--- config.mk ---
export PLATFORM = sky130hd
export DESIGN_NAME = led_display_arbiter
export DESIGN_NICKNAME = d
export VERILOG_FILES = /design/src/rtl/led_display_arbiter.sv
export SDC_FILE = /design/constraint.sdc
export NUM_CORES = 1
export LEC_CHECK = 0
export BUFFER_PORTS_ARGS = -buffer_cell sky130_fd_sc_hd__buf_2
export CORE_AREA = 2 2 131 133
export CTS_BUF_LIST = sky130_fd_sc_hd__clkbuf_2
export CTS_CLUSTER_DIAMETER = 40
export DETAILED_ROUTE_END_ITERATION = 8
export DIE_AREA = 0 0 133 135
export GPL_TIMING_DRIVEN = 0
export PLACE_DENSITY = 0.7
export SLEW_MARGIN = 0
export SYNTH_ARGS = -nofsm -noshare
export SYNTH_HDL_FRONTEND = slang
export SYNTH_SLANG_ARGS = --single-unit
--- constraint.sdc ---
create_clock -name clk -period 3.7 [get_ports clk]
set_input_delay 0.74 -clock clk [delete_from_list [all_inputs] [get_ports clk]]
set_output_delay 0.74 -clock clk [all_outputs]
set_load 0.03 [all_outputs]
--- src/rtl/led_display_arbiter.sv ---
// Round-robin arbiter sharing one 8-digit seven-segment datapath among four clients.
// Owners keep the display for at least HOLD cycles and may lock it indefinitely.
module led_display_arbiter #(
  parameter int unsigned HOLD = 40,
  parameter int unsigned DW   = 32
) (
  input  logic         clk,
  input  logic         rst_n,
  input  logic [3:0]   req,
  input  logic [3:0]   lock,
  input  logic [255:0] req_values,
  output logic [3:0]   grant,
  output logic [1:0]   owner,
  output logic [63:0]  disp_values,
  output logic         disp_blank
);

  typedef enum logic {S_IDLE, S_OWN} state_t;

  state_t        r_state, w_state_nxt;
  logic [3:0]    r_grant, w_grant_nxt;
  logic [1:0]    r_owner, w_owner_nxt;
  logic [1:0]    r_ptr, w_ptr_nxt;
  logic [DW-1:0] r_dwell, w_dwell_nxt;
  logic [63:0]   r_disp_values, w_disp_values_nxt;
  logic          r_disp_blank, w_disp_blank_nxt;

  logic [2:0]    w_idle_pick;
  logic [2:0]    w_pre_pick;
  logic          w_hold_done;
  logic [63:0]   w_owner_word;

  // Returns {found, index}: first set bit of mask scanning start, start+1, ... mod 4.
  function automatic logic [2:0] rr_pick(input logic [3:0] mask, input logic [1:0] start);
    logic [2:0] pick;
    logic [1:0] idx;
    pick = 3'b000;
    for (int n = 3; n >= 0; n--) begin
      idx = start + 2'(n);
      if (mask[idx]) pick = {1'b1, idx};
    end
    return pick;
  endfunction

  assign w_idle_pick  = rr_pick(req, r_ptr);
  assign w_pre_pick   = rr_pick(req & ~(4'b0001 << r_owner), r_ptr);
  assign w_hold_done  = (r_dwell >= DW'(HOLD));
  assign w_owner_word = req_values[{r_owner, 6'd0} +: 64];

  always_comb begin
    w_state_nxt       = r_state;
    w_grant_nxt       = r_grant;
    w_owner_nxt       = r_owner;
    w_ptr_nxt         = r_ptr;
    w_dwell_nxt       = r_dwell;
    w_disp_values_nxt = '1;
    w_disp_blank_nxt  = 1'b1;
    case (r_state)
      S_IDLE: begin
        w_dwell_nxt = '0;
        if (w_idle_pick[2]) begin
          w_state_nxt = S_OWN;
          w_grant_nxt = 4'b0001 << w_idle_pick[1:0];
          w_owner_nxt = w_idle_pick[1:0];
          w_ptr_nxt   = w_idle_pick[1:0] + 2'd1;
        end
      end
      S_OWN: begin
        if (!req[r_owner]) begin
          // Release always passes through one dark IDLE cycle.
          w_state_nxt = S_IDLE;
          w_grant_nxt = 4'b0000;
          w_dwell_nxt = '0;
        end else begin
          w_disp_values_nxt = w_owner_word;
          w_disp_blank_nxt  = 1'b0;
          if (!lock[r_owner] && w_hold_done && w_pre_pick[2]) begin
            w_grant_nxt = 4'b0001 << w_pre_pick[1:0];
            w_owner_nxt = w_pre_pick[1:0];
            w_ptr_nxt   = w_pre_pick[1:0] + 2'd1;
            w_dwell_nxt = '0;
          end else if (!w_hold_done) begin
            w_dwell_nxt = r_dwell + 1'b1;
          end
        end
      end
      default: begin
        w_state_nxt = S_IDLE;
        w_grant_nxt = 4'b0000;
        w_dwell_nxt = '0;
      end
    endcase
  end

  always_ff @(posedge clk or negedge rst_n) begin
    if (!rst_n) begin
      r_state       <= S_IDLE;
      r_grant       <= 4'b0000;
      r_owner       <= 2'd0;
      r_ptr         <= 2'd0;
      r_dwell       <= '0;
      r_disp_values <= '1;
      r_disp_blank  <= 1'b1;
    end else begin
      r_state       <= w_state_nxt;
      r_grant       <= w_grant_nxt;
      r_owner       <= w_owner_nxt;
      r_ptr         <= w_ptr_nxt;
      r_dwell       <= w_dwell_nxt;
      r_disp_values <= w_disp_values_nxt;
      r_disp_blank  <= w_disp_blank_nxt;
    end
  end

  assign grant       = r_grant;
  assign owner       = r_owner;
  assign disp_values = r_disp_values;
  assign disp_blank  = r_disp_blank;

endmodule

==> flow_metrics.py <==
metrics = {
    "outcome": {
        "status": "finished, final reports clean",
    },
    "yosys": {
        "synth_area_mm2": 0.00577,
        "ys_seq_elements": 106,
        "yosys.cell_types.count": 54,
        "yosys.cell_count.top_type": "nand2b_1",
        "ys.flop_type": "dfstp_2",
        "ys_warn_count": 0,
        "yosys.area.top_type": "dfstp_2",
        "synth.avg_cell_area_um2": 14.0,
        "synth_top_cell_area_share": 0.296,
        "synth-async-reset-ratio": 1.00,
        "synth_nets": 681,
        "synthTopCellsByArea": "dfstp_2 30%, mux4_2 25%, dfrtp_1 18%",
        "synth_edf_count": 0,
        "synthTopCellsByCount": "70 x nand2b_1, 65 x dfstp_2, 65 x mux4_2, 41 x dfrtp_1, 32 x and2_1",
        "seq_area_frac_synth": 0.474,
        "synthCells": 413,
    },
    "run": {
        "maxCapViolCount": 0,
    },
    "floorplanning": {
        "die_h_um": 135,
        "start_util": 0.351,
        "rows": 47,
        "io_pins": 337,
        "coreArea_mm2": 0.0164,
        "die_area_mm2": 0.0180,
        "die_x_um": 133,
    },
    "finish": {
        "fin_cells": 993,
        "regArea_mm2": 0.00273,
        "postLayoutCoreUtil": 0.480,
        "drive_above_1_share": 0.670,
        "fill_cells": 1529,
        "final_nets": 1029,
        "area_delta_synth_final_pct": 36.7,
        "multi_input_area_mm2": 0.00284,
    },
    "clocking": {
        "cts_buffers": 9,
        "postCtsSetupBuffers": 0,
        "clockBufferDepth": 2,
        "clk_pin_slew_ps": 280,
        "cts-resized-gates": 0,
        "postCtsHoldBufs": 1,
        "clk_latency_ps": 610,
        "htreeDepth": 3,
        "cts-root-buf": "clkbuf_2",
        "cts_tree": "built",
        "cts_sinks": 106,
    },
    "setup_path": {
        "crit_type": "reg2reg",
        "path_max_fanout": 10,
        "cp-end-kind": "flop",
        "cp-start-kind": "flop",
        "worstPathRequired_ps": 4260,
        "worst_ep_arrival_time_ps": 2840,
    },
    "timing": {
        "maxSlewViolCount": 0,
        "tightest_slew_ps": 645,
        "finalCritPeriodShare": 0.617,
        "finalSetupViolCount": 0,
        "setup_ws_ps": 1420,
        "grt_setup_unrepaired": "no",
        "slew_headroom": 0.565,
        "finClkSkew_ps": 42.8,
        "hold_viol": 0,
        "period_minus_slack_ps": 2280,
        "fmax_ghz": 0.438,
        "fin_setup_tns_ps": 0,
    },
    "place": {
        "io_buffers": 335,
        "globalplace.congestion": 0.906,
        "hpwl_um": 14500,
        "dp.cells": 969,
        "place_ws_ps": 1180,
    },
    "routing": {
        "drcViolationCount": 0,
        "ant_nets": 0,
        "num_vias": 4860,
        "avgRoutedWirePerCell_um": 18.1,
        "drtIter0Drc": 229,
        "dr.pass1.iters": 4,
        "via_per_inst": 4.89,
        "routed_wl_um": 18000,
    },
    "worst_hold_path": {
        "worst_hold_path_type": "in2reg",
    },
    "global_routing": {
        "antenna_found_initial": 7,
        "track_usage": 0.201,
        "grt_pass1_vias": 5182,
        "grt_pass1_wl_um": 27400,
        "gr-total-overflow": 0,
        "grt_max_degree": 72,
    },
    "power": {
        "p_leak_nw": 3.60,
        "power_mw": 5.94,
        "powerDensity_mw_per_mm2": 753,
        "ir_worst_vdd_v": 0.000436,
    },
}
## path summary, 6_finish.rpt
kind	from	endpoint	slack (ps)	cells past startpoint
worst max-delay path	owner[0]	disp_values[41]	1420	5
worst min-delay path	req_values[25]	disp_values[25]	500	3
worst max register to register	owner[0]	disp_values[41]	1420	5
worst min register to register	r_dwell[28]	r_dwell[28]	520	1
max in group asynchronous	rst_n	disp_values[42]	2330	3
min in group asynchronous	rst_n	r_ptr[0]	610	2
## stage by stage
stage | instance area (µm²) | hold WS [ps]
floorplan | 5770 | 444
global placement | 7720 | 469
detailed placement | 7750 | 472
CTS | 7860 | 423
global route | 7880 | 455
finish | 7880 | 503
## critical path: stages, from the launching register on
cell      delay [ps]
dfrtp_1          560
buf_6            190
buf_2            360
buf_2            400
mux4_2           560
nand2b_1         160
## layout make-up
cell class                 count  share of cell area
antenna                        7             0.00222
buffer                        31              0.0197
clock buffer                  12             0.00762
clock inverter                 4             0.00556
inverter                      10             0.00476
multi-input combinational    266               0.360
sequential                   106               0.347
tap                          220              0.0349
timing repair buffer         337               0.218
## registers in the layout, summed over array words and instances, names as in the netlist
name	cells
r_state	1
r_ptr	2
disp_blank	1
disp_values	64
owner	2
r_dwell	32
grant	4
## layer usage
| layer | up-vias | share of wire | routed length (µm) | track usage |
|---|---|---|---|---|
| met5 | - | 0 | 0 | 0 |
| met1 | 2391 | 0.36 | 6550 | 0.230 |
| met4 | 0 | 0.028 | 512 | 0.107 |
| li1 | 2222 | - | - | - |
| met2 | 214 | 0.53 | 9620 | 0.348 |
| met3 | 33 | 0.072 | 1300 | 0.0507 |
## power by group
| part | internal, mW | switching, mW |
|---|---|---|
| combinational | 1.47 | 2.05 |
| clock | 0.161 | 0.375 |
| sequential | 1.75 | 0.129 |
## cell usage in the layout, fill, tap and decap left out, drive strengths merged, types with 2 or more instances in the layout
cell type,n
buf,352
nand2b,70
mux4,65
dfstp,65
dfrtp,41
and2,33
clkbuf,27
inv,11
a21oi,10
nor2,10
o21ai,8
diode,7
nor4,7
nand2,7
nor2b,4
mux2,4
a211oi,3
nand4,3
a21o,3
a32o,3
a31oi,3
xnor2,3
xor2,3
nand3,2
mux2i,2
o32ai,2
o31a,2
ha,2
clkinv,2
## logic make-up after synthesis
group / share of synthesized area
flops: 0.474
buf+inv: 0.0334
fa+ha+maj: 0.00434
mux: 0.266
compound gates: 0.0642
xor+xnor: 0.00912
simple gates: 0.148
Note: power is estimated with default switching activity, not from simulation.
